`src/rtl/mul8_seq_ctrl.sv`:
```
// Sequential 8x8 -> 16 unsigned multiplier built from four passes through one
// shared 4x4 array multiplier, with optional accumulate onto the last result.

module array_multiplier (
  input  logic [3:0] x,
  input  logic [3:0] y,
  output logic [7:0] p
);
  logic [3:0][7:0] row;

  for (genvar i = 0; i < 4; i++) begin : g_row
    assign row[i] = y[i] ? ({4'b0, x} << i) : 8'h00;
  end

  assign p = row[0] + row[1] + row[2] + row[3];
endmodule

module mul8_seq_ctrl (
  input  logic        clk,
  input  logic        rst_n,
  input  logic        in_valid,
  output logic        in_ready,
  input  logic [7:0]  a,
  input  logic [7:0]  b,
  input  logic        acc_en,
  output logic        out_valid,
  input  logic        out_ready,
  output logic [15:0] result,
  output logic        busy
);
  typedef enum logic [1:0] {
    S_IDLE = 2'd0,
    S_CALC = 2'd1,
    S_DONE = 2'd2
  } state_e;

  state_e      state_q, state_d;
  logic [7:0]  a_q, a_d, b_q, b_d;
  logic [1:0]  step_q, step_d;
  logic [15:0] acc_q, acc_d;
  logic [15:0] last_q, last_d;
  logic [15:0] result_q, result_d;

  logic [3:0]  mx, my;
  logic [7:0]  pp;
  logic [3:0]  shamt;
  logic [15:0] pp_sh, acc_sum;

  // step[0] picks the high nibble of a, step[1] the high nibble of b
  assign mx = step_q[0] ? a_q[7:4] : a_q[3:0];
  assign my = step_q[1] ? b_q[7:4] : b_q[3:0];

  array_multiplier u_mul (.x(mx), .y(my), .p(pp));

  always_comb begin
    case (step_q)
      2'd0:    shamt = 4'd0;
      2'd3:    shamt = 4'd8;
      default: shamt = 4'd4;
    endcase
  end

  assign pp_sh   = {8'h00, pp} << shamt;
  assign acc_sum = acc_q + pp_sh;

  always_comb begin
    state_d  = state_q;
    a_d      = a_q;
    b_d      = b_q;
    step_d   = step_q;
    acc_d    = acc_q;
    last_d   = last_q;
    result_d = result_q;
    case (state_q)
      S_IDLE: begin
        if (in_valid) begin
          a_d     = a;
          b_d     = b;
          acc_d   = acc_en ? last_q : 16'h0000;
          step_d  = 2'd0;
          state_d = S_CALC;
        end
      end
      S_CALC: begin
        acc_d  = acc_sum;
        step_d = step_q + 2'd1;
        if (step_q == 2'd3) begin
          result_d = acc_sum;
          last_d   = acc_sum;
          state_d  = S_DONE;
        end
      end
      S_DONE: begin
        if (out_ready) state_d = S_IDLE;
      end
      default: state_d = S_IDLE;
    endcase
  end

  always_ff @(posedge clk or negedge rst_n) begin
    if (!rst_n) begin
      state_q  <= S_IDLE;
      a_q      <= 8'h00;
      b_q      <= 8'h00;
      step_q   <= 2'd0;
      acc_q    <= 16'h0000;
      last_q   <= 16'h0000;
      result_q <= 16'h0000;
    end else begin
      state_q  <= state_d;
      a_q      <= a_d;
      b_q      <= b_d;
      step_q   <= step_d;
      acc_q    <= acc_d;
      last_q   <= last_d;
      result_q <= result_d;
    end
  end

  assign in_ready  = (state_q == S_IDLE);
  assign out_valid = (state_q == S_DONE);
  assign busy      = (state_q == S_CALC) || (state_q == S_DONE);
  assign result    = result_q;
endmodule

```
`config.mk`:
```
export PLATFORM = sky130hd
export DESIGN_NAME = mul8_seq_ctrl
export DESIGN_NICKNAME = d
export VERILOG_FILES = /design/src/rtl/mul8_seq_ctrl.sv
export SDC_FILE = /design/constraint.sdc
export NUM_CORES = 1
export LEC_CHECK = 0
export BUFFER_PORTS_ARGS = -buffer_cell sky130_fd_sc_hd__buf_2
export CAP_MARGIN = 25
export CORE_MARGIN = 2
export CORE_UTILIZATION = 53
export DETAILED_ROUTE_END_ITERATION = 8
export PLACE_DENSITY_LB_ADDON = 0.15
export REMOVE_ABC_BUFFERS = 1
export SETUP_SLACK_MARGIN = 0.15
export SLEW_MARGIN = 20
export SYNTH_ARGS = -nofsm -noshare
export SYNTH_HDL_FRONTEND = slang
export SYNTH_HIERARCHICAL = 1
export SYNTH_SLANG_ARGS = --single-unit
export TNS_END_PERCENT = 5
```
`constraint.sdc`:
```
create_clock -name clk -period 4.6 [get_ports clk]
set_input_delay 0.92 -clock clk [delete_from_list [all_inputs] [get_ports clk]]
set_output_delay 0.92 -clock clk [all_outputs]
set_load 0.02 [all_outputs]
```
Yosys cells after proc, flatten, opt, wreduce, memory -nomap -nowiden
Cells that the tools add are included.
Word-level totals
  register bits: 52
  bits in latches: 0
  RAM bits: 0
  bits in read-only memories: 0
  bits of input ports: 21
  word-level logic and storage cells: 42
  memories: 0
Cells by class
  add/subtract/negate cells: 5
  multiply operators: 0
  div/mod/pow operators: 0
  magnitude comparators: 0
  eq/ne operators: 6
  shift-type cells: 1
  mux-type cells: 16
  bitwise gates (word level): 0
  reductions and logical operators: 8
Operators with widths (count)
  2-to-1 mux 16 bit: 2
  one-hot mux 16 bit (2 select lines): 1
  adder 16 bit: 1
  left shift 8 x 4 -> 16 bit: 1
  2-to-1 mux 4 bit: 3
  adder 8 x 6 -> 8 bit: 1
  adder 8 x 7 -> 8 bit: 1
  adder 8 bit: 1
  2-to-1 mux 2 bit: 4
  one-hot mux 4 bit (2 select lines): 1
  2-to-1 mux 7 bit: 1
  2-to-1 mux 6 bit: 1
  one-hot mux 2 bit (3 select lines): 1
  AND reduction 2 bit: 3
  2-to-1 mux 5 bit: 1
  == test 2 bit, second input constant: 2
  logical NOT 2 bit: 2
  != test 2 bit, second input constant: 2
  one-hot mux 2 bit (2 select lines): 1
  AND reduction 3 bit: 1
  adder 2 x 1 -> 2 bit, second input constant: 1
  == test 2 x 1 -> 1 bit, second input constant: 1
  != test 2 x 1 -> 1 bit, second input constant: 1
  nonzero test 2 bit: 1
  logical OR 1 bit: 1

Logic depth before layout (Yosys ltp)
Gate-level depths: netlist (run 1).
  depth in word-level cells: 8
  depth in mapped cells: 23
  mapped depth without buffers: 23

Hierarchy
The synthesis (run 1) kept the hierarchy.
Modules (own cells, without submodules)
  mul8_seq_ctrl: times used 1, cells an instance 302, area an instance 3085.5 um^2, sequential area each 1301.2 um^2
  array_multiplier: times used 1, cells an instance 54, area an instance 421.7 um^2, sequential area each 0.0 um^2

Worst setup path before layout (run 1)
No wires, ideal clock.
  path type: register to register
  start point: register step_q[0]
  end point: register acc_q[14]
  setup time: 0.126 ns
  arrival: 4.529 ns
  required time: 4.474 ns
  slack: -0.056 ns
  stages on the path, launching flop included: 24
  buffers on the path: 0
  period minus slack after synthesis: 4.656 ns
  cells stage by stage: dfrtp_1 -> mux2_2 -> and2_1 -> ha_1 -> inv_1 -> fa_1 -> xor2_1 -> fa_1 -> inv_1 -> ha_1 -> inv_1 -> fa_1 -> nor2b_1 -> o21ai_0 -> nand2b_1 -> mux2_2 -> nor2b_1 -> ha_1 -> a21o_1 -> a22oi_1 -> o21ai_4 -> a211oi_2 -> xor2_1 -> a21oi_1
On the way
  word-level cells in the longest chain between the ends: 8
  elaborated cells on any way between the ends: 14
  classes of those cells: 4 x add/sub; 1 x eq/ne; 1 x shift; 7 x mux; 1 x reduce/logical
Ends and longest elaborated chain
  start: declaration: line 39  | logic [1:0] step_q, step_d;
  start signal: assignment: line 113  | step_q <= step_d;
  2-to-1 mux 4 bit (*): line 50  | assign mx = step_q[0] ? a_q[7:4] : a_q[3:0];
  net mx[1]: line 44  | logic [3:0] mx, my;
  2-to-1 mux 4 bit or 2-to-1 mux 5 bit (tied branches): line 12  | assign row[i] = y[i] ? ({4'b0, x} << i) : 8'h00;
  adder 8 bit: line 15  | assign p = row[0] + row[1] + row[2] + row[3];
  adder 8 x 6 -> 8 bit: line 15
  adder 8 x 7 -> 8 bit (*): line 15
  net pp[7]: line 45  | logic [7:0] pp;
  left shift 8 x 4 -> 16 bit (*): line 63  | assign pp_sh = {8'h00, pp} << shamt;
  adder 16 bit (*): line 64  | assign acc_sum = acc_q + pp_sh;
  one-hot mux 16 bit (2 select lines) (*): line 74  | case (state_q)
  end signal: assignment: line 106  | acc_q <= 16'h0000;
  end signal: assignment: line 114  | acc_q <= acc_d;
  end: declaration: line 40  | logic [15:0] acc_q, acc_d;
Mark *: on every way through the listed nets, which the timed path passes. The rest lies on a longest branch.
A chain may end at the register's enable or synchronous reset.

Worst setup path in the final report (run 1)
  start point: register step_q[0]
  end point: register result_q[14], in the netlist result[14]
On the way
  word-level cells in the longest chain between the ends: 7
  elaborated cells on any way between the ends: 14
  classes of those cells: 4 x add/sub; 1 x eq/ne; 1 x shift; 6 x mux; 2 x reduce/logical
Ends and longest elaborated chain
  2-to-1 mux 4 bit (*): line 50
  net mx[1]: line 44
  2-to-1 mux 4 bit or 2-to-1 mux 5 bit (tied branches): line 12
  adder 8 bit: line 15
  adder 8 x 6 -> 8 bit: line 15
  adder 8 x 7 -> 8 bit (*): line 15
  net pp[5]: line 45
  left shift 8 x 4 -> 16 bit (*): line 63
  adder 16 bit (*): line 64
  end signal: assignment: line 116  | result_q <= result_d;
  end: declaration: line 42  | logic [15:0] result_q, result_d;
Marked as above.

==> results of run 1 <==
[layer usage]
| metal | GRT usage, % | vias up | share of wire (%) |
|---|---|---|---|
| met1 | 30.7 | 1382 | 46 |
| met5 | 0 | - | 0 |
| li1 | - | 1419 | - |
| met2 | 38.7 | 60 | 48 |
| met3 | 4.28 | 15 | 4.4 |
| met4 | 7.50 | 0 | 1.6 |
[worst paths after layout]
kind,start,to,slack (ns),depth (start not counted)
max in group asynchronous,rst_n,step_q[0]$_DFFE_PN0P_,3.41,2
min in group asynchronous,rst_n,acc_q[7]$_DFFE_PN0P_,0.71,2
max reg2reg,step_q[0]$_DFFE_PN0P_,result[14]$_DFFE_PN0P_,-0.18,21
min reg2reg,acc_q[0]$_DFFE_PN0P_,acc_q[0]$_DFFE_PN0P_,0.50,2
min,acc_q[0]$_DFFE_PN0P_,acc_q[0]$_DFFE_PN0P_,0.50,2
max,step_q[0]$_DFFE_PN0P_,result[14]$_DFFE_PN0P_,-0.18,21
[kinds of logic after synthesis]
group / share of synthesized area [%]
XOR/XNOR: 4.50
multiplexers: 11.8
AO/OA/AOI/OAI: 17.9
buffers and inverters: 3.57
flip-flops: 37.1
AND/OR/NAND/NOR: 11.7
adder cells (fa/ha/maj): 13.4
[flip-flops by register name, indices dropped and copies added, names as in the netlist]
register	count
result	16
a_q	8
b_q	8
acc_q	16
step_q	2
state_q	2
[layout by cell type (no fill, tap or decap), drive strengths merged, types with 11 or more instances in the layout]
cell type / instances
inv: 20
xnor2: 12
and2: 13
nand2: 45
dfrtp: 52
a21oi: 27
nor2: 15
ha: 28
o21ai: 24
a22oi: 11
mux2: 34
buf: 89
[metrics by stage]
stage,setup WS [ns],cells,hold WS (ns)
5_1_grt,-0.408,517,0.529
3_5_place_dp,-0.357,496,0.479
6_report,-0.181,517,0.495
3_3_place_gp,-0.235,496,0.471
2_1_floorplan,-0.0606,343,0.456
4_1_cts,-0.193,512,0.500
[layout make-up]
cell class	count	area share [%]
clock buffer	7	1.95
clock inverter	1	0.170
tap	77	2.18
timing repair buffer	89	13.1
sequential	52	29.4
multi-input combinational	271	51.5
inverter	20	1.70
[worst max-delay path, cell delays in order, from the launching register on]
cell                       delay [ns]
sky130_fd_sc_hd__dfrtp_2         0.46
sky130_fd_sc_hd__mux2_4          0.24
sky130_fd_sc_hd__and2_4          0.15
sky130_fd_sc_hd__ha_4            0.12
sky130_fd_sc_hd__inv_2           0.04
sky130_fd_sc_hd__fa_2            0.36
sky130_fd_sc_hd__xor2_2          0.19
sky130_fd_sc_hd__fa_1            0.42
sky130_fd_sc_hd__inv_1           0.07
sky130_fd_sc_hd__ha_2            0.18
sky130_fd_sc_hd__inv_2           0.04
sky130_fd_sc_hd__fa_2            0.41
sky130_fd_sc_hd__xnor2_2         0.16
sky130_fd_sc_hd__mux2i_1         0.20
sky130_fd_sc_hd__nor2_1          0.11
sky130_fd_sc_hd__ha_1            0.34
sky130_fd_sc_hd__buf_4           0.15
sky130_fd_sc_hd__a221oi_4        0.37
sky130_fd_sc_hd__o21ai_4         0.11
sky130_fd_sc_hd__a211oi_2        0.21
sky130_fd_sc_hd__xor2_1          0.23
sky130_fd_sc_hd__o21ai_1         0.08
[timing repair]
item,CTS,global route
endpoints found under the setup margin,20,23
buffers inserted,8,4
pin swaps,28,23
resized for setup,36,16
==> flow_results.org, run 1 <==
** Detailed routing
- In this run, the number of DRC markers left after iteration 0 of detailed routing was 121.
- Number of nets still failing antenna checks after routing :: 0
- Post-route DRC :: 0
- Across all layers, the routed design uses 2876 vias.
- Iteration count of the initial detailed-routing pass :: 5
- Routed via count divided by cell count :: 5.56
- After detailed routing, the average wire length per cell comes to 15.6 µm.
- Wires add up to 8070 µm.

** Floorplanning
- Placement Rows :: 29
- The die covers 7280 µm².
- Die X :: 85.3 µm
- The total area inside the core boundary comes to 6390 µm².
- Effective utilization at floorplan :: 54.9%
- The die is 85.3 µm tall.
- In this run the count of I/O pins placed on the die edge is 40.

** Logic synthesis
- Number of synthesized register bits :: 52
- Most instantiated cells after synthesis :: 52 x sky130_fd_sc_hd__dfrtp_1, 45 x sky130_fd_sc_hd__nand2_1, 34 x sky130_fd_sc_hd__mux2_2, 28 x sky130_fd_sc_hd__ha_1, 25 x sky130_fd_sc_hd__a21oi_1
- Most frequent cell after synthesis :: sky130_fd_sc_hd__dfrtp_1
- Dominant cell type by area after synthesis :: sky130_fd_sc_hd__dfrtp_1
- Counting every instance in the synthesized netlist gives 356.
- After synthesis, the netlist uses 40 different library cells.
- By area the synthesized netlist is led by sky130_fd_sc_hd__dfrtp_1 37%, sky130_fd_sc_hd__mux2_2 11%, sky130_fd_sc_hd__ha_1 10%, sky130_fd_sc_hd__nand2_1 4.8%, sky130_fd_sc_hd__a21oi_1 3.6%.
- In this run, synthesis inferred 0 flip-flops with an integrated enable.
- The share of synthesized area in the top cell type comes to 37.1%.
- Mean post-synth cell area :: 9.85 µm²
- Async set-reset flop share out of synthesis :: 100%
- Yosys printed 6 warnings.
- Most used flip-flop cell after synthesis :: sky130_fd_sc_hd__dfrtp_1
- Synthesized cell area :: 3510 µm²
- Summing the sequential cell areas from Yosys gives 37.1% of the chip area.

** Placement
- PortBufs :: 39
- Routability-driven placement finished with a final weighted congestion of 0.959.
- Once detailed placement completed, the half-perimeter wirelength came to 5840 µm.
- The placed instances occupy a cell area of 4030 µm².

** CTS
- Hold-fix buffers, CTS :: 0
- Clock latency on the worst-skew pair, taken at its later pin, is 0.31 ns.
- Buffers from clock root to sink, at most :: 2
- Number of H-tree levels :: 2
- Clock Sinks :: 52
- Clock transition at the registers of the reported paths :: 0.10 ns
- Clock tree synthesis selected as its root buffer the cell sky130_fd_sc_hd__clkbuf_8.
- Inserted Clock Buffers :: 5
- Clock tree from TritonCTS :: done

** Finish
- The finished cells cover 4430 µm².
- Sequential cell area :: 1300 µm²
- For this run, the share of the core covered by cells in the final layout is 69.3%.
- Total area of multi-input combinational cells :: 2280 µm²
- Inserted Diodes :: 0
- Count of nets after finishing :: 494
- Fraction of layout cells with a size suffix above 1 :: 39.8%
- After filler insertion, the fill cell instance count of the layout stands at 494.
- Synthesis-to-layout area growth :: 26.2%

** Run status
- Outcome :: finished with violations
- Violated checks :: negative setup slack

** Critical path
- STA classifies the critical path endpoint as a flip-flop.
- The critical path in this run is classified as reg2reg.
- Required arrival time at the worst endpoint :: 4.77 ns
- Crit-path max FO :: 5
- Data arrival time of the critical path :: 4.95 ns
- STA classifies the critical path startpoint as a flip-flop.

** GRT
- The first global-routing pass estimated 13300 µm of wire.
- Largest net degree at the start of global routing :: 53
- The initial antenna violation count came to 0.
- Grt total ovfl :: 0
- Global routing used 23.2% of the available tracks.
- The via count of the first global-routing pass was 2847.

** STA
- Static timing analysis puts the maximum clock frequency at 209 MHz.
- Fin crit share :: 104%
- Fin. Hold Viols :: 0
- The worst path in the final design needs a cycle of 4.78 ns, including I/O delays and setup.
- Final WS setup :: -0.181 ns
- Worst slew pin tran :: 0.943 ns
- The total count of max-transition violations in the final report came to 0.
- Headroom to the max-slew limit :: 36.7%
- Fin Clk Skew :: 0.0112 ns
- Setup repair after global routing could not meet its margin everywhere.
- Setup Viol. Count Final :: 20
- Setup TNS :: -2.25 ns

** Job
- Max-cap violations :: 0

** Worst hold path
- The min-delay analysis places its worst path in the category reg2reg.
Power of run 1 is not shown: default switching activity piles up to over one toggle a cycle in this logic, so the estimate is an artifact.
==> run 2: changes to the inputs <==
--- a/config.mk
+++ b/config.mk
@@ -8,7 +8,7 @@
 export BUFFER_PORTS_ARGS = -buffer_cell sky130_fd_sc_hd__buf_2
 export CAP_MARGIN = 25
 export CORE_MARGIN = 2
-export CORE_UTILIZATION = 53
+export CORE_UTILIZATION = 54
 export DETAILED_ROUTE_END_ITERATION = 8
 export PLACE_DENSITY_LB_ADDON = 0.15
 export REMOVE_ABC_BUFFERS = 1
@@ -16,6 +16,5 @@
 export SLEW_MARGIN = 20
 export SYNTH_ARGS = -nofsm -noshare
 export SYNTH_HDL_FRONTEND = slang
-export SYNTH_HIERARCHICAL = 1
 export SYNTH_SLANG_ARGS = --single-unit
 export TNS_END_PERCENT = 5
==> flow_results.org, run 2 <==
** Run status
- Outcome: finished with violations (unchanged).
- Violated checks: negative setup slack (unchanged).

** STA
- Fin. Hold Viols :: 0 (unchanged)
- The final period demand of the worst path is 4.70 ns (was 4.78 ns).
- The maximum clock rate was 213 MHz (was 209 MHz).
- The number of failing setup endpoints in the final timing report was 9 (was 20).
- Worst slew pin tran :: 0.707 ns (was 0.943 ns)
- The relative max-transition margin came to 52.6% (was 36.7%).
- Max-slew violation count :: 0 (unchanged)
- Unrepaired setup endpoints after global routing: true (unchanged).
- The final setup skew is 0.0105 ns (was 0.0112 ns).
- Final WS setup :: -0.0973 ns (was -0.181 ns)
- Fin crit share :: 102% (was 104%)

** CTS
- Buffers from clock root to sink, at most :: 2 (unchanged)
- Inserted Clock Buffers :: 5 (unchanged)
- The master cell of the clock root buffer is sky130_fd_sc_hd__clkbuf_8 (unchanged).
- Clock transition at the registers of the reported paths :: 0.10 ns (about the same)
- The maximum level of the CTS H-tree is 2 (unchanged).
- The count of clock tree sinks was 52 (unchanged).
- Latest clock arrival within the worst-skew pair :: 0.32 ns (was 0.31 ns)
- Clock tree from TritonCTS :: done (unchanged)

** Detailed routing
- Number of nets still failing antenna checks after routing :: 0 (unchanged)
- Starting DRC count in detailed routing :: 132 (was 121)
- Total length of routed wires :: 9130 µm (was 8070 µm)
- Routed via count divided by cell count :: 5.77 (was 5.56)
- Iteration count of the initial detailed-routing pass :: 4 (was 5)
- Post-route DRC :: 0 (unchanged)
- The average wire per cell in the routed design came to 16.5 µm (was 15.6 µm).
- The count of vias placed by the detailed router is 3186 (was 2876).

** Floorplanning
- The effective utilization at floorplan came to 55.5% (was 54.9%).
- Die X :: 87.1 µm (was 85.3 µm)
- The placement row count is 30 (was 29).
- The count of pins on the block boundary came to 40 (unchanged).
- The area of the die was 7580 µm² (was 7280 µm²).
- Core Region :: 6720 µm² (was 6390 µm²)
- Die Y-Extent :: 87.1 µm (was 85.3 µm)

** Placement
- Worst slack at placement :: -0.512 ns (was -0.357 ns)
- Post-DP HPWL :: 6660 µm (was 5840 µm)
- The final weighted congestion of routability-driven global placement came to 0.893 (was 0.959).
- PortBufs :: 39 (unchanged)

** Logic synthesis
- Synthesized cell area :: 3730 µm² (was 3510 µm²)
- Proportion of synthesized chip area in sequential cells :: 34.9% (was 37.1%)
- The mean post-synth cell area was 9.48 µm² (was 9.85 µm²).
- Synth cell types :: 54 (was 40)
- Top cell type's share of synthesized area :: 34.9% (was 37.1%)
- Number of instances in the synthesized netlist :: 393 (was 356)
- Most instantiated cells after synthesis :: 52 x sky130_fd_sc_hd__dfrtp_1, 39 x sky130_fd_sc_hd__nand2_1, 36 x sky130_fd_sc_hd__nor2_1, 29 x sky130_fd_sc_hd__ha_1, 24 x sky130_fd_sc_hd__mux2_2 (was 52 x sky130_fd_sc_hd__dfrtp_1, 45 x sky130_fd_sc_hd__nand2_1, 34 x sky130_fd_sc_hd__mux2_2, 28 x sky130_fd_sc_hd__ha_1, 25 x sky130_fd_sc_hd__a21oi_1)
- Most frequent cell after synthesis :: sky130_fd_sc_hd__dfrtp_1 (unchanged)
- Dominant cell type by area after synthesis :: sky130_fd_sc_hd__dfrtp_1 (unchanged)
- Top post-synthesis cells by area: sky130_fd_sc_hd__dfrtp_1 35%, sky130_fd_sc_hd__ha_1 9.7%, sky130_fd_sc_hd__mux2_2 7.3%, sky130_fd_sc_hd__nand2_1 3.9%, sky130_fd_sc_hd__mux2i_1 3.8% (was sky130_fd_sc_hd__dfrtp_1 37%, sky130_fd_sc_hd__mux2_2 11%, sky130_fd_sc_hd__ha_1 10%, sky130_fd_sc_hd__nand2_1 4.8%, sky130_fd_sc_hd__a21oi_1 3.6%).
- Synth warnings :: 0 (was 6)
- Async set-reset flop share out of synthesis :: 100% (unchanged)
- The number of enable flip-flop cells after synthesis is 0 (unchanged).
- The flip-flop cell with the highest count after synthesis is sky130_fd_sc_hd__dfrtp_1 (unchanged).
- The number of storage elements in the synthesis netlist came to 52 (unchanged).

** Finish
- The post-synthesis to final-layout area growth came to 23.5% (was 26.2%).
- Most common cell after layout, fill and taps aside :: sky130_fd_sc_hd__dfrtp_1 (unchanged)
- Inserted Diodes :: 0 (unchanged)
- The final net count was 527 (was 494).
- Top library cells by usage in the layout, fill and taps aside: 50 x sky130_fd_sc_hd__dfrtp_1, 48 x sky130_fd_sc_hd__buf_4, 39 x sky130_fd_sc_hd__nand2_1, 39 x sky130_fd_sc_hd__buf_2, 36 x sky130_fd_sc_hd__nor2_1 (was 51 x sky130_fd_sc_hd__dfrtp_1, 48 x sky130_fd_sc_hd__buf_4, 42 x sky130_fd_sc_hd__nand2_1).
- Number of filler instances in the final layout :: 545 (was 494)
- Fraction of layout cells with a size suffix above 1 :: 33.5% (was 39.8%)

** GRT
- Most crowded layer after global routing :: met2 (unchanged)
- Fraction of met3 tracks used by global routing :: 3.13% (was 4.28%)
- The met2 layer usage reported by global route is 45.7% (was 38.7%).
- The global-route total usage across every layer was 25.6% (was 23.2%).
- The total congestion overflow was 0 (unchanged).
- The wire length of the first global-routing pass is 15300 µm (was 13300 µm).
- The largest net degree at the start of global routing was 53 (unchanged).
- The via count of the first global-routing pass is 3236 (was 2847).
- Number of antenna violations at the first check in global routing :: 0 (unchanged)
- The met1 usage is 32.8% (was 30.7%).

** Critical path
- The data required time at the worst endpoint came to 4.80 ns (was 4.77 ns).
- Crit-path max FO :: 6 (was 5)
- Kind of capture point of the worst setup path :: flip-flop (unchanged)
- The kind of critical path is reg2reg (unchanged).
- The critical path data arrival time came to 4.90 ns (was 4.95 ns).
- The nature of the critical path startpoint was a flip-flop (unchanged).

** Job
- Max-cap violations :: 0 (unchanged)

** Worst hold path
- The class of the tightest hold or removal check is reg2reg (unchanged).
## run 2: changes by cell type after synthesis, sizes merged, moves of 5 or more
cell    delta
mux2i     +11
mux2       -9
nor2b      -5
nand2b     +5
nand3      +7
a21oi      -7
nand2      -6
a22oi     -10
nor2      +22
and2       -8
## run 2: layout make-up
| cell class | instances | area (µm²) | share of cell area (%) |
|---|---|---|---|
| Clock inverter | 2 | 38.8 | 0.843 |
| Clock buffer | 6 | 72.6 | 1.58 |
| Tap cell | 80 | 100 | 2.18 |
| Inverter | 16 | 60.1 | 1.31 |
| Multi-Input combinational cell | 308 | 2460 | 53.5 |
| Sequential cell | 52 | 1300 | 28.3 |
| Timing Repair Buffer | 88 | 567 | 12.3 |
## run 2: routing by layer
layer	up-vias	routed length, µm
met5	-	0
met4	0	127
met3	10	439
met2	70	4570
met1	1540	4000
li1	1566	-
## run 2: path summary, 6_finish.rpt
check	startpoint	endpoint	slack, ns	cells after the start
max	step_q[0]$_DFFE_PN0P_	acc_q[10]$_DFFE_PN0P_	-0.1	16
min	acc_q[2]$_DFFE_PN0P_	acc_q[2]$_DFFE_PN0P_	0.50	2
max reg2reg	step_q[0]$_DFFE_PN0P_	acc_q[10]$_DFFE_PN0P_	-0.1	16
min reg2reg	acc_q[2]$_DFFE_PN0P_	acc_q[2]$_DFFE_PN0P_	0.50	2
max in group asynchronous	rst_n	step_q[0]$_DFFE_PN0P_	3.39	2
min in group asynchronous	rst_n	result[6]$_DFFE_PN0P_	0.71	2
## run 2: kinds of logic (layout without fill, tap and decap cells)
kind of cell | Yosys count | in the layout | synth area share [%]
and+or+nand+nor | 123 | 123 | 15.7
AOI/OAI and AO/OA | 96 | 96 | 18.1
DFF | 52 | 52 | 34.9
muxes | 39 | 39 | 11.3
adders and majority gates | 35 | 35 | 13.0
buffers and inverters | 33 | 112 | 3.32
xor gates and xnor gates | 15 | 15 | 3.73
## run 2: worst max-delay path, cell delays in order, from the launching register on
cell and delay, ns:
sky130_fd_sc_hd__dfrtp_2 0.49, sky130_fd_sc_hd__mux2i_4 0.29, sky130_fd_sc_hd__nand2b_4 0.16, sky130_fd_sc_hd__fa_1 0.43, sky130_fd_sc_hd__fa_1 0.51, sky130_fd_sc_hd__inv_2 0.05, sky130_fd_sc_hd__ha_4 0.16, sky130_fd_sc_hd__fa_2 0.36
sky130_fd_sc_hd__a21o_1 0.18, sky130_fd_sc_hd__or4b_4 0.49, sky130_fd_sc_hd__a41oi_2 0.19, sky130_fd_sc_hd__ha_1 0.27, sky130_fd_sc_hd__a21o_1 0.19, sky130_fd_sc_hd__buf_4 0.14, sky130_fd_sc_hd__o41ai_4 0.34, sky130_fd_sc_hd__mux2i_1 0.12
sky130_fd_sc_hd__a211o_1 0.23
## run 2: timing repair
item	in CTS	in global routing
setup buffers	5	0
pin swaps	26	7
hold buffers	0	0
endpoints found under the setup margin	22	21
gates resized for setup	28	8
## run 2: through the flow
| step | utilization (%) | instances | setup TNS [ns] | hold WS [ns] | instance area, µm² |
|---|---|---|---|---|---|
| after floorplan | - | 376 | -3.03 | 0.445 | 3660 |
| after CTS | 67.9 | 552 | -0.311 | 0.500 | 4560 |
| after global routing | 68.5 | 552 | -2.68 | 0.526 | 4600 |
| after detailed placement | 63.9 | 539 | -6.20 | 0.476 | 4290 |
| after global placement | 63.8 | 539 | -4.58 | 0.459 | 4290 |
| final | 68.5 | 552 | -0.413 | 0.497 | 4600 |
Power of run 2 is left out for the same reason.
==> run 3: changes to the inputs <==
--- a/config.mk
+++ b/config.mk
@@ -7,6 +7,7 @@
 export LEC_CHECK = 0
 export BUFFER_PORTS_ARGS = -buffer_cell sky130_fd_sc_hd__buf_2
 export CAP_MARGIN = 25
+export CORE_ASPECT_RATIO = 0.9
 export CORE_MARGIN = 2
 export CORE_UTILIZATION = 54
 export DETAILED_ROUTE_END_ITERATION = 8
==> flow_results.org, run 3 (synthesis gave the netlist of run 2 again) <==
** Detailed routing
- Routed via count divided by cell count :: 5.70 (was 5.77)
- Total length of routed wires :: 9040 µm (was 9130 µm)
- The average wire per cell in the routed design was 16.5 µm (about the same).
- Iteration count of the initial detailed-routing pass :: 4 (unchanged)
- The detailed-route DRC error count was 0 (unchanged).
- The number of nets with antenna violations after detailed routing was 0 (unchanged).
- The count of vias placed by the detailed router is 3126 (was 3186).
- The DRC marker count from the first detailed-route iteration is 201 (was 132).

** STA
- Max-slew violation count :: 0 (unchanged)
- The setup TNS came to -0.475 ns (was -0.413 ns).
- The final period demand of the worst path came to 4.70 ns (about the same).
- The final setup skew was 0.00971 ns (was 0.0105 ns).
- Unrepaired setup endpoints after global routing: true (unchanged).
- Worst slew pin tran :: 1.07 ns (was 0.707 ns)
- Fmax :: 213 MHz (about the same)
- Final WS setup :: -0.104 ns (was -0.0973 ns)
- Headroom to the max-slew limit :: 28.3% (was 52.6%)
- The final number of hold-violating endpoints is 0 (unchanged).
- The final clock period utilization by the worst path is 102% (about the same).
- Setup Viol. Count Final :: 10 (was 9)

** GRT
- The met1 usage came to 36.1% (was 32.8%).
- The met2 layer usage reported by global route is 37.4% (was 45.7%).
- The wire length of the first global-routing pass is 14700 µm (was 15300 µm).
- Number of antenna violations at the first check in global routing :: 0 (unchanged)
- The largest net degree at the start of global routing came to 53 (unchanged).
- Fraction of met3 tracks used by global routing :: 3.81% (was 3.13%)
- The via count of the first global-routing pass came to 3024 (was 3236).
- The layer carrying the most global-route usage is met2 (unchanged).
- Global router's overall resource usage :: 24.2% (was 25.6%)
- Grt total ovfl :: 0 (unchanged)

** Critical path
- Worst R2R End :: acc_q[12]$_DFFE_PN0P_ (was acc_q[10]$_DFFE_PN0P_)
- The source of the critical timing path is step_q[1]$_DFFE_PN0P_ (was step_q[0]$_DFFE_PN0P_).
- The critical path data arrival time came to 4.94 ns (was 4.90 ns).
- The kind of critical path is reg2reg (unchanged).
- Required arrival time at the worst endpoint :: 4.84 ns (was 4.80 ns)
- CP startpoint kind :: flip-flop (unchanged)
- Kind of capture point of the worst setup path :: flip-flop (unchanged)
- Worst setup slack for register-to-register paths :: -0.10 ns (was -0.1 ns)
- Start of the worst register-to-register path :: step_q[1]$_DFFE_PN0P_ (was step_q[0]$_DFFE_PN0P_)
- The endpoint of the most critical setup path is acc_q[12]$_DFFE_PN0P_ (was acc_q[10]$_DFFE_PN0P_).
- The worst-case reg-to-reg path depth is 17 (was 16).
- Crit-path max FO :: 5 (was 6)

** CTS
- The cts-stage hold buffer count was 0 (unchanged).
- The CTS tree was done (unchanged).
- Latest clock arrival within the worst-skew pair :: 0.31 ns (was 0.32 ns)
- The maximum level of the CTS H-tree came to 2 (unchanged).
- Inserted Clock Buffers :: 5 (unchanged)
- Buffers from clock root to sink, at most :: 2 (unchanged)
- Clock tree root buffer cell :: sky130_fd_sc_hd__clkbuf_8 (unchanged)
- Clock Sinks :: 52 (unchanged)
- The CTS clock-pin slew for the worst setup and hold paths is 0.10 ns (about the same).

** Run status
- Outcome: finished with violations (unchanged).
- Violated checks: negative setup slack (unchanged).

** Finish
- The post-synthesis to final-layout area growth is 19.6% (was 23.5%).
- The share of post-route cells with drive strength above 1 was 31.4% (was 33.5%).
- The final antenna diode count came to 0 (unchanged).
- Top library cells by usage in the layout, fill and taps aside :: 50 x sky130_fd_sc_hd__dfrtp_1, 39 x sky130_fd_sc_hd__buf_2, 38 x sky130_fd_sc_hd__nand2_1 (was 50 x sky130_fd_sc_hd__dfrtp_1, 48 x sky130_fd_sc_hd__buf_4, 39 x sky130_fd_sc_hd__nand2_1, 39 x sky130_fd_sc_hd__buf_2, 36 x sky130_fd_sc_hd__nor2_1)
- Final non-filler cell area :: 4460 µm² (was 4600 µm²)
- The final standard cell count with taps included and fillers excluded came to 548 (was 552).
- Most common cell after layout, fill and taps aside :: sky130_fd_sc_hd__dfrtp_1 (unchanged)
- Count of nets after finishing :: 513 (was 527)
- Number of filler instances in the final layout :: 532 (was 545)

** Floorplanning
- The count of pins on the block boundary is 40 (unchanged).
- The area of the core region came to 6620 µm² (was 6720 µm²).
- The placement row count is 28 (was 30).
- Die Y-Extent :: 82.8 µm (was 87.1 µm)
- Effective utilization at floorplan :: 56.3% (was 55.5%)
- The die width is 91.6 µm (was 87.1 µm).
- The area of the die is 7580 µm² (about the same).

** Placement
- The number of buffer cells added on primary ports came to 39 (unchanged).
- Number of placed cells counting well taps :: 538 (was 539)
- Post-DP HPWL :: 6490 µm (was 6660 µm)
- The final weighted congestion of routability-driven global placement came to 0.940 (was 0.893).
- Placement-stage cell area :: 4220 µm² (was 4290 µm²)

** Worst hold path
- Class of the tightest hold or removal check :: reg2reg (unchanged)
- Startpoint of the worst hold path :: acc_q[2]$_DFFE_PN0P_ (unchanged)

** Job
- The count of max-cap constraint violations was 0 (unchanged).
-- run 3: cell count changes in the layout (fill, tap and decap cells not counted), moves of 2 or more --
cell	change
sky130_fd_sc_hd__buf_4	-15
sky130_fd_sc_hd__ha_2	+2
sky130_fd_sc_hd__nand2b_4	-2
sky130_fd_sc_hd__nand2b_1	+2
sky130_fd_sc_hd__mux2i_1	+2
sky130_fd_sc_hd__ha_4	-2
sky130_fd_sc_hd__clkinv_2	+2
-- run 3: layout make-up --
type / instances / area, µm² / share of cell area [%]
Clock inverter: 3 / 18.8 / 0.421
Timing Repair Buffer: 74 / 465 / 10.4
Clock buffer: 5 / 68.8 / 1.54
Tap cell: 90 / 113 / 2.53
Inverter: 16 / 60.1 / 1.35
Multi-Input combinational cell: 308 / 2430 / 54.5
Sequential cell: 52 / 1300 / 29.3
-- run 3: metal layers --
| metal | vias to the layer above | part of all wire (%) |
|---|---|---|
| li1 | 1534 | - |
| met1 | 1507 | 48 |
| met2 | 76 | 45 |
| met3 | 9 | 5.5 |
| met4 | 0 | 0.75 |
| met5 | - | 0 |
-- run 3: worst min path at each step --
| stage | to | depth (start not counted) | slack (ns) |
|---|---|---|---|
| global placement | acc_q[2]$_DFFE_PN0P_ | 2 | 0.47 |
| finish | acc_q[2]$_DFFE_PN0P_ | 2 | 0.50 |
| CTS | acc_q[2]$_DFFE_PN0P_ | 2 | 0.50 |
| global route | acc_q[2]$_DFFE_PN0P_ | 2 | 0.52 |
| detailed placement | acc_q[2]$_DFFE_PN0P_ | 2 | 0.47 |
| floorplan | acc_q[2]$_DFFE_PN0P_ | 2 | 0.45 |
-- run 3: stage by stage --
stage | hold WS (ns) | setup slack, ns | utilization (%)
3_5_place_dp | 0.473 | -0.466 | 63.7
6_report | 0.499 | -0.104 | 67.3
2_1_floorplan | 0.445 | -0.493 | -
3_3_place_gp | 0.466 | -0.353 | 63.7
5_1_grt | 0.516 | -0.253 | 67.3
4_1_cts | 0.499 | -0.0376 | 66.5
-- run 3: what timing repair did --
item                       in CTS  in global routing
setup endpoints to repair      21                 20
pin swaps                      20                  3
gates resized for setup        22                 12
buffers inserted                2                  0
-- run 3: worst max-delay path, cell delays in order (launching register included) --
cell and delay [ns]:
sky130_fd_sc_hd__dfrtp_2 0.47, sky130_fd_sc_hd__mux2i_2 0.19, sky130_fd_sc_hd__or2_4 0.26, sky130_fd_sc_hd__fa_1 0.45, sky130_fd_sc_hd__fa_1 0.49, sky130_fd_sc_hd__inv_1 0.05, sky130_fd_sc_hd__ha_2 0.20, sky130_fd_sc_hd__fa_2 0.36
sky130_fd_sc_hd__a21o_1 0.18, sky130_fd_sc_hd__or4b_4 0.49, sky130_fd_sc_hd__a41oi_2 0.15, sky130_fd_sc_hd__ha_1 0.27, sky130_fd_sc_hd__a21o_1 0.20, sky130_fd_sc_hd__and3_1 0.19, sky130_fd_sc_hd__nor3_2 0.12, sky130_fd_sc_hd__buf_4 0.15
sky130_fd_sc_hd__mux2_4 0.30, sky130_fd_sc_hd__a21oi_2 0.12
Power of run 3 is left out for the same reason.
